## src/rtl/aoi_pkg.sv

```systemverilog
// aoi_pkg: shared types and helpers for the AOI reduction pipeline.
// Mode encoding, per-pair term and popcount.
package aoi_pkg;

  typedef enum logic [1:0] {
    AOI = 2'd0,
    AO  = 2'd1,
    OAI = 2'd2,
    OA  = 2'd3
  } aoi_mode_t;

  localparam int MAX_PAIRS = 16;
  localparam int MAX_CW    = 5;

  // AND-based modes combine a pair with &, OR-based modes with |.
  function automatic logic pair_term(
    input logic      a,
    input logic      b,
    input aoi_mode_t m
  );
    if (m == AOI || m == AO) begin
      return a & b;
    end
    return a | b;
  endfunction

  function automatic logic [MAX_CW-1:0] popcount(
    input logic [MAX_PAIRS-1:0] v
  );
    logic [MAX_CW-1:0] c;
    c = '0;
    for (int i = 0; i < MAX_PAIRS; i++) begin
      c = c + MAX_CW'(v[i]);
    end
    return c;
  endfunction

endpackage

```

## src/rtl/aoi_pipe_stage.sv

```systemverilog
// aoi_pipe_stage: one valid/ready register slot.
// Loads when empty or when its content leaves this cycle.
module aoi_pipe_stage #(
  parameter int W = 1
) (
  input  logic         clk,
  input  logic         rst,
  input  logic         i_up_valid,
  output logic         o_up_ready,
  input  logic [W-1:0] i_up_data,
  output logic         o_dn_valid,
  input  logic         i_dn_ready,
  output logic [W-1:0] o_dn_data
);

  logic         r_valid;
  logic [W-1:0] r_data;
  logic         w_load;

  assign o_up_ready = ~r_valid | i_dn_ready;
  assign w_load     = i_up_valid & o_up_ready;
  assign o_dn_valid = r_valid;
  assign o_dn_data  = r_data;

  // Slot register; data only changes on a load so it holds when empty.
  always_ff @(posedge clk or posedge rst) begin
    if (rst) begin
      r_valid <= 1'b0;
      r_data  <= '0;
    end else begin
      if (o_up_ready) begin
        r_valid <= i_up_valid;
      end
      if (w_load) begin
        r_data <= i_up_data;
      end
    end
  end

endmodule

```

## src/rtl/aoi_reduce_pipe.sv

```systemverilog
// aoi_reduce_pipe: parametrised AOI/AO/OAI/OA reduction.
// Result is computed at acceptance, then carried by a slot chain.
module aoi_reduce_pipe
  import aoi_pkg::*;
#(
  parameter  int PAIRS  = 2,
  parameter  int STAGES = 2,
  localparam int CW     = $clog2(PAIRS + 1)
) (
  input  logic               clk,
  input  logic               rst,
  input  logic               in_valid,
  output logic               in_ready,
  input  logic [2*PAIRS-1:0] in_data,
  input  logic [1:0]         mode,
  output logic               out_valid,
  input  logic               out_ready,
  output logic               out,
  output logic [CW-1:0]      out_pairs
);

  localparam int DW = CW + 1;

  aoi_mode_t              w_mode;
  logic [PAIRS-1:0]       w_t;
  logic [MAX_PAIRS-1:0]   w_t_ext;
  logic [MAX_CW-1:0]      w_cnt;
  logic                   w_res;
  logic [DW-1:0]          w_in_data;

  logic [STAGES:0]        w_valid;
  logic [STAGES:0]        w_ready;
  logic [DW-1:0]          w_data [STAGES+1];

  assign w_mode = aoi_mode_t'(mode);

  // Per-pair terms.
  always_comb begin
    w_t = '0;
    for (int i = 0; i < PAIRS; i++) begin
      w_t[i] = pair_term(in_data[2*i+1], in_data[2*i], w_mode);
    end
  end

  // Zero-extend the terms for the fixed-width popcount.
  always_comb begin
    w_t_ext           = '0;
    w_t_ext[PAIRS-1:0] = w_t;
  end

  assign w_cnt = popcount(w_t_ext);

  // Final reduction selected by mode.
  always_comb begin
    w_res = 1'b0;
    unique case (w_mode)
      AOI:     w_res = ~|w_t;
      AO:      w_res =  |w_t;
      OAI:     w_res = ~&w_t;
      OA:      w_res =  &w_t;
      default: w_res = 1'b0;
    endcase
  end

  assign w_in_data = {w_res, w_cnt[CW-1:0]};

  assign w_valid[0]      = in_valid;
  assign w_data[0]       = w_in_data;
  assign w_ready[STAGES] = out_ready;
  assign in_ready        = w_ready[0];

  for (genvar k = 0; k < STAGES; k++) begin : g_stage
    aoi_pipe_stage #(
      .W (DW)
    ) u_stage (
      .clk        (clk),
      .rst        (rst),
      .i_up_valid (w_valid[k]),
      .o_up_ready (w_ready[k]),
      .i_up_data  (w_data[k]),
      .o_dn_valid (w_valid[k+1]),
      .i_dn_ready (w_ready[k+1]),
      .o_dn_data  (w_data[k+1])
    );
  end

  assign out_valid = w_valid[STAGES];
  assign out       = w_data[STAGES][CW];
  assign out_pairs = w_data[STAGES][CW-1:0];

endmodule

```

## config.mk

```make
export PLATFORM = sky130hd
export DESIGN_NAME = aoi_reduce_pipe
export DESIGN_NICKNAME = d
export VERILOG_FILES = /design/src/rtl/aoi_pkg.sv /design/src/rtl/aoi_pipe_stage.sv /design/src/rtl/aoi_reduce_pipe.sv
export SDC_FILE = /design/constraint.sdc
export NUM_CORES = 1
export LEC_CHECK = 0
export ABC_AREA = 1
export CORE_AREA = 2 2 39 41
export DETAILED_ROUTE_END_ITERATION = 8
export DIE_AREA = 0 0 41 43
export GPL_ROUTABILITY_DRIVEN = 0
export PLACE_DENSITY = 0.75
export RECOVER_POWER = 100
export SLEW_MARGIN = 25
export SYNTH_ARGS = -nofsm -noshare
export SYNTH_HDL_FRONTEND = slang
export SYNTH_HIERARCHICAL = 1
export SYNTH_SLANG_ARGS = --single-unit
export TNS_END_PERCENT = 20
```

## constraint.sdc

```tcl
create_clock -name clk -period 1 [get_ports clk]
set_input_delay 0.25 -clock clk [delete_from_list [all_inputs] [get_ports clk]]
set_output_delay 0.25 -clock clk [all_outputs]
set_load 0.01 [all_outputs]
```

==> results_dict.tcl, run 1 <==
set metrics [dict create \
    status "complete, but fails checks" \
    violations "setup timing" \
    min_path_type "in -> async" \
    firstDrtPassIters 2 \
    numCtsBuffers 3 \
    slew_headroom_pct 85.8 \
    max_freq_mhz 871 \
    cts_sinks 8 \
    sequential_cell_area_sq_um 200 \
    avgViaCountPerCell 4.57 \
    dp_hpwl_microns 734 \
    rows 14 \
    worst_ep_arrival_time_ns 0.90 \
    rsz0062_at_grt "yes" \
    area_of_the_multi_input_gates_sq_um 246 \
    via_count_of_the_first_global_routing_pass 410 \
    post-route-period-util_pct 115 \
    cp_data_required_time_ns 0.75 \
    finClkSkew_ns 0.00193 \
    routed-via-count 439 \
    finished_core_util_pct 51.0 \
    slew_viol_final 0 \
    grt_first_pass_wirelength_mm 1.47 \
    yosys-top-cells-area "dfrtp_1, nand2_1, nand2_4" \
    tritoncts "built" \
    grt_antenna_before_repair 0 \
    syn-num-nets 69 \
    route.detailed.drc 0 \
    design.core.area_sq_um 1380 \
    setup-violations-final 6 \
    ys_warn_count 6 \
    synth_edf_count 0 \
    post_drt_wl_per_cell_microns 9.17 \
    share_of_synthesized_flip_flops_with_an_asynchronous_set_or_reset_pct 100 \
    fillCellCount 143 \
    worstPathMaxFanout 2 \
    synthDominantAreaCellType "dfrtp_1" \
    powerDensity_nw_per_um2 1490 \
    crit_path_end_kind "output port" \
    diodes 0 \
    synth-seq-cells 8 \
    layout_net_count 94 \
    yosysTopAreaCellShare_pct 43.5 \
    route.final.wire_length_microns 880 \
    hold_buffer_count_at_cts 0 \
    total_leakage_power_nw 0.393 \
    cts_htree_levels 1 \
    finalSetupTns_ns -0.238 \
    cp-start-kind "flip-flop" \
    ys.flop_type "dfrtp_1" \
    numPortBuffers 14 \
    globalRouteOverflowTotal 0 \
    cts-root-buf "clkbuf_4" \
    layoutNonFillerInstCount 96 \
    drt_iter0_drc 4 \
    start_util_pct 33.3 \
    drtAntennaViolNets 0 \
    grt_start_max_net_pins 6 \
    post-synth-top-count-cell "nand2_1" \
    synthesis.area_per_instance_sq_um 8.08 \
    full_die_area_sq_um 1760 \
    timing.final.crit_period_ns 1.15 \
    grt_util_all_layers_pct 12.5 \
    fp.dieH_microns 43 \
    placed_cells 92 \
    clk_transition_reported_paths_ns 0.05 \
    mappedNetlistArea_sq_um 460 \
    ctsLongestPathBuffers 2 \
    die_w_microns 41 \
    power.ir.vdd_worst_mv 0.493 \
    slew_of_the_pin_with_the_lowest_slew_margin_ns 0.212 \
    clk-insertion-delay-late_ns 0.25 \
    finalHoldViolations 0 \
    count_of_mapped_cells_out_of_synthesis 57 \
    worst-setup-path-type "reg -> out" \
    ys_seq_area_share_pct 43.5 \
    cap_violations 0 \
    post_route_cells_drive_above_1_share_pct 47.5 \
    most_frequent_cells_after_synthesis "nand2_1, dfrtp_1, nand3_1, inv_1, nand2_4" \
    num_io_pins 15 \
    timing.final.ws_setup_ns -0.149 \
    areaGrowthSynthToFinish_pct 53.3 \
    yosysUniqueCellTypes 11 \
]
[report_power, final]
| part | internal (W) | switching [W] |
|---|---|---|
| registers | 0.000395 | 0.0000484 |
| clock network | 0.000136 | 0.0000958 |
| logic | 0.000200 | 0.000173 |
| total | 0.000731 | 0.000317 |
[layout make-up]
cell class | instances | area share (%)
sequential | 8 | 28.4
timing repair buffer | 20 | 25.4
tap | 16 | 2.84
clock buffer | 3 | 3.19
inverter | 10 | 5.32
multi-input combinational | 39 | 34.9
[sequential cells by signal, indices dropped and copies added, names as in the netlist]
signal and cells:
g_stage.u_stage/o_dn_data 6, g_stage.u_stage/o_dn_valid 2
[layer usage]
metal  vias to the layer above  GRT usage, %  part of all wire, %
met1                       202          10.5                   34
met4                         0          10.0                    0
met3                         0          3.14                  8.2
li1                        222             -                    -
met2                        15          22.2                   57
met5                         -             0                    0
[logic make-up (layout without fill, tap and decap cells)]
family	after synthesis	after routing	share of synthesized area, %
and+or+nand+nor	33	33	35.6
buffers and inverters	10	33	8.15
DFF	8	8	43.5
adders and majority gates	3	3	7.88
AOI/OAI and AO/OA	3	3	4.89
[worst paths after layout]
path	depth (start not counted)	startpoint	slack, ns	endpoint
worst max-delay path	4	g_stage[1].u_stage/o_dn_valid$_DFFE_PP0P_	-0.15	in_ready
max in group asynchronous	2	rst	0.49	g_stage[1].u_stage/o_dn_data[1]$_DFFE_PP0P_
worst min register to register	2	g_stage[0].u_stage/o_dn_data[0]$_DFFE_PP0P_	0.47	g_stage[0].u_stage/o_dn_data[0]$_DFFE_PP0P_
worst min-delay path	2	rst	0.35	g_stage[0].u_stage/o_dn_data[2]$_DFFE_PP0P_
worst max register to register	7	g_stage[1].u_stage/o_dn_valid$_DFFE_PP0P_	0.03	g_stage[0].u_stage/o_dn_data[1]$_DFFE_PP0P_
min in group clk	2	g_stage[0].u_stage/o_dn_data[0]$_DFFE_PP0P_	0.47	g_stage[0].u_stage/o_dn_data[0]$_DFFE_PP0P_
[through the flow]
step | hold slack (ns) | setup WS, ns | cell area (sq um) | power, W
CTS | 0.214 | -0.171 | 687 | 0.00104
global route | 0.353 | -0.227 | 706 | 0.00115
detailed placement | 0.461 | -0.755 | 671 | 0.000822
global placement | 0.456 | -0.720 | 671 | 0.000808
floorplan | 0.0161 | -0.136 | 473 | 0.000618
finish | 0.352 | -0.149 | 706 | 0.00105
[what timing repair did]
item,in CTS,in global routing
pin swaps,6,10
endpoints found under the setup margin,9,10
resized for setup,40,19
setup buffers,2,0
[layout by cell type (no fill, tap or decap)]
cell type / instances
nand3_2: 1
dlygate4sd2_1: 1
nand2_4: 3
nand2_2: 3
nand3_1: 7
buf_6: 4
dfrtp_1: 8
dlygate4sd3_1: 1
a21o_2: 1
clkbuf_4: 3
nand2_1: 19
maj3_2: 1
ha_4: 1
buf_4: 6
inv_2: 6
clkbuf_2: 2
buf_8: 2
ha_2: 1
o21ai_2: 2
clkdlybuf4s50_1: 2
inv_1: 4
buf_2: 2
[critical path: stages (launching register included)]
cell,delay [ns]
dfrtp_1,0.38
nand2_4,0.06
inv_2,0.06
nand2_4,0.05
buf_6,0.11
No activity file was read; power rests on OpenSTA's default activity.
==> run 2, diff against run 1 <==
--- a/config.mk
+++ b/config.mk
@@ -14,3 +14,3 @@
 export RECOVER_POWER = 100
-export SLEW_MARGIN = 25
+export SLEW_MARGIN = 20
 export SYNTH_ARGS = -nofsm -noshare
==> constraint.sdc (replaced) <==
create_clock -name clk -period 1 [get_ports clk]
set_input_delay 0.2 -clock clk [delete_from_list [all_inputs] [get_ports clk]]
set_output_delay 0.2 -clock clk [all_outputs]
set_load 0.01 [all_outputs]
==> results_dict.tcl, run 2 (same netlist as run 1, synthesis figures left out) <==
set metrics [dict create \
    status "complete, but fails checks" \
    violations "setup timing" \
    via_count_of_the_first_global_routing_pass 410 \
    globalRouteOverflowTotal 0 \
    ctsLongestPathBuffers 2 \
    diodes 0 \
    die_w_microns 41 \
    area_of_the_multi_input_gates_sq_um 241 \
    worst_hold_slack_ns 0.302 \
    crit_path_end_kind "output port" \
    rsz0062_at_grt "yes" \
    grt_first_pass_wirelength_mm 1.47 \
    fillCellCount 146 \
    rows 14 \
    cp-start-kind "flip-flop" \
    timing.final.ws_setup_ns -0.0986 \
    cap_violations 0 \
    total_leakage_power_nw 0.388 \
    worst-setup-path-type "reg -> out" \
    start_util_pct 33.3 \
    grt_util_all_layers_pct 12.5 \
    grt_antenna_before_repair 0 \
    grt_start_max_net_pins 6 \
    worstPathMaxFanout 2 \
    drt_iter0_drc 3 \
    num_io_pins 15 \
    power.ir.vdd_worst_mv 0.471 \
    routed-via-count 426 \
    numCtsBuffers 3 \
    drtAntennaViolNets 0 \
    placed_area_sq_um 671 \
    cts_htree_levels 1 \
    firstDrtPassIters 2 \
    finalHoldViolations 0 \
    finClkSkew_ns 0.00151 \
    clk_transition_reported_paths_ns 0.05 \
    finished_core_util_pct 50.3 \
    dp_hpwl_microns 734 \
    timing.final.crit_period_ns 1.10 \
    fp.dieH_microns 43 \
    finalPower_w 0.00103 \
    design.core.area_sq_um 1380 \
    numPortBuffers 14 \
    worst_ep_arrival_time_ns 0.90 \
    cts_sinks 8 \
    finalInstanceArea_sq_um 696 \
    powerDensity_nw_per_um2 1480 \
    cts-root-buf "clkbuf_4" \
    slew_headroom_pct 86.3 \
    worst_setup_path_startpoint "g_stage[1].u_stage/o_dn_valid$_DFFE_PP0P_" \
    full_die_area_sq_um 1760 \
    route.final.wire_length_microns 847 \
    clk-insertion-delay-late_ns 0.25 \
    sequential_cell_area_sq_um 200 \
    final_common_cell "nand2_1" \
    setup-violations-final 5 \
    slew_viol_final 0 \
    post_drt_wl_per_cell_microns 8.73 \
    areaGrowthSynthToFinish_pct 51.1 \
    route.detailed.drc 0 \
    post_route_cells_drive_above_1_share_pct 43.2 \
    placed_cells 92 \
    layout_common_cells "nand2_1, nand3_1, dfrtp_1" \
    slew_of_the_pin_with_the_lowest_slew_margin_ns 0.204 \
    layout_net_count 95 \
    hold_buffer_count_at_cts 0 \
    worst_r2r_startpoint "g_stage[1].u_stage/o_dn_valid$_DFFE_PP0P_" \
    layoutNonFillerInstCount 97 \
    post-route-period-util_pct 110 \
    min_path_type "in -> async" \
    tritoncts "built" \
    cp_data_required_time_ns 0.80 \
    avgViaCountPerCell 4.39 \
    max_freq_mhz 910 \
    largest_reg_flops 6 \
]
run 2: cell count changes in the layout (fill, tap and decap cells not counted), sizes merged:
cell / previous run / this run
clkbuf: 5 / 3
clkdlybuf4s15: 0 / 3
run 2: path summary, 6_finish.rpt:
kind | to | slack (ns) | cells past startpoint
setup / recovery | in_ready | -0.1 | 4
hold reg to reg | g_stage[1].u_stage/o_dn_data[2]$_DFFE_PP0P_ | 0.47 | 2
min in group clk | g_stage[1].u_stage/o_dn_data[2]$_DFFE_PP0P_ | 0.47 | 2
setup reg to reg | g_stage[0].u_stage/o_dn_data[2]$_DFFE_PP0P_ | -0.04 | 8
hold / removal | g_stage[0].u_stage/o_dn_data[2]$_DFFE_PP0P_ | 0.30 | 2
max in group asynchronous | g_stage[1].u_stage/o_dn_data[1]$_DFFE_PP0P_ | 0.54 | 2
run 2: repair_timing:
item / 4_1_cts / 5_1_grt
buffers inserted: 2 / 0
endpoints found under the setup margin: 8 / 9
gates cloned: 0 / 0
pin swaps: 6 / 4
gates resized for setup: 40 / 6
run 2: power breakdown:
| part | switching [W] | internal [W] | total, W | leakage, nW |
|---|---|---|---|---|
| Sequential | 0.0000455 | 0.000395 | 0.000441 | 0.0988 |
| Combinational | 0.000171 | 0.000184 | 0.000355 | 0.276 |
| Clock | 0.0000957 | 0.000136 | 0.000232 | 0.0138 |
run 2: layer usage:
layer / part of all wire (%) / vias to the layer above / track usage, %
met1: 35 / 188 / 10.5
met3: 7.9 / 0 / 3.14
met2: 57 / 15 / 22.2
met5: 0 / - / 0
li1: - / 223 / -
met4: 0 / 0 / 10.0
run 2: worst max-delay path: stages, from the launching register on:
cell and delay (ns):
dfrtp_1 0.38, nand2_4 0.06, inv_2 0.06, nand2_4 0.05, buf_6 0.11
run 2: layout make-up:
cell class | instances | share of cell area, %
timing repair buffer | 21 | 25.0
inverter | 10 | 5.40
sequential | 8 | 28.8
multi-input combinational | 39 | 34.7
clock buffer | 3 | 3.24
tap | 16 | 2.88
run 2: per-stage QoR:
stage / setup WS [ns] / setup TNS (ns)
global route: -0.177 / -0.689
floorplan: -0.0857 / -0.0857
global placement: -0.670 / -3.24
detailed placement: -0.705 / -3.48
CTS: -0.121 / -0.295
finish: -0.0986 / -0.231
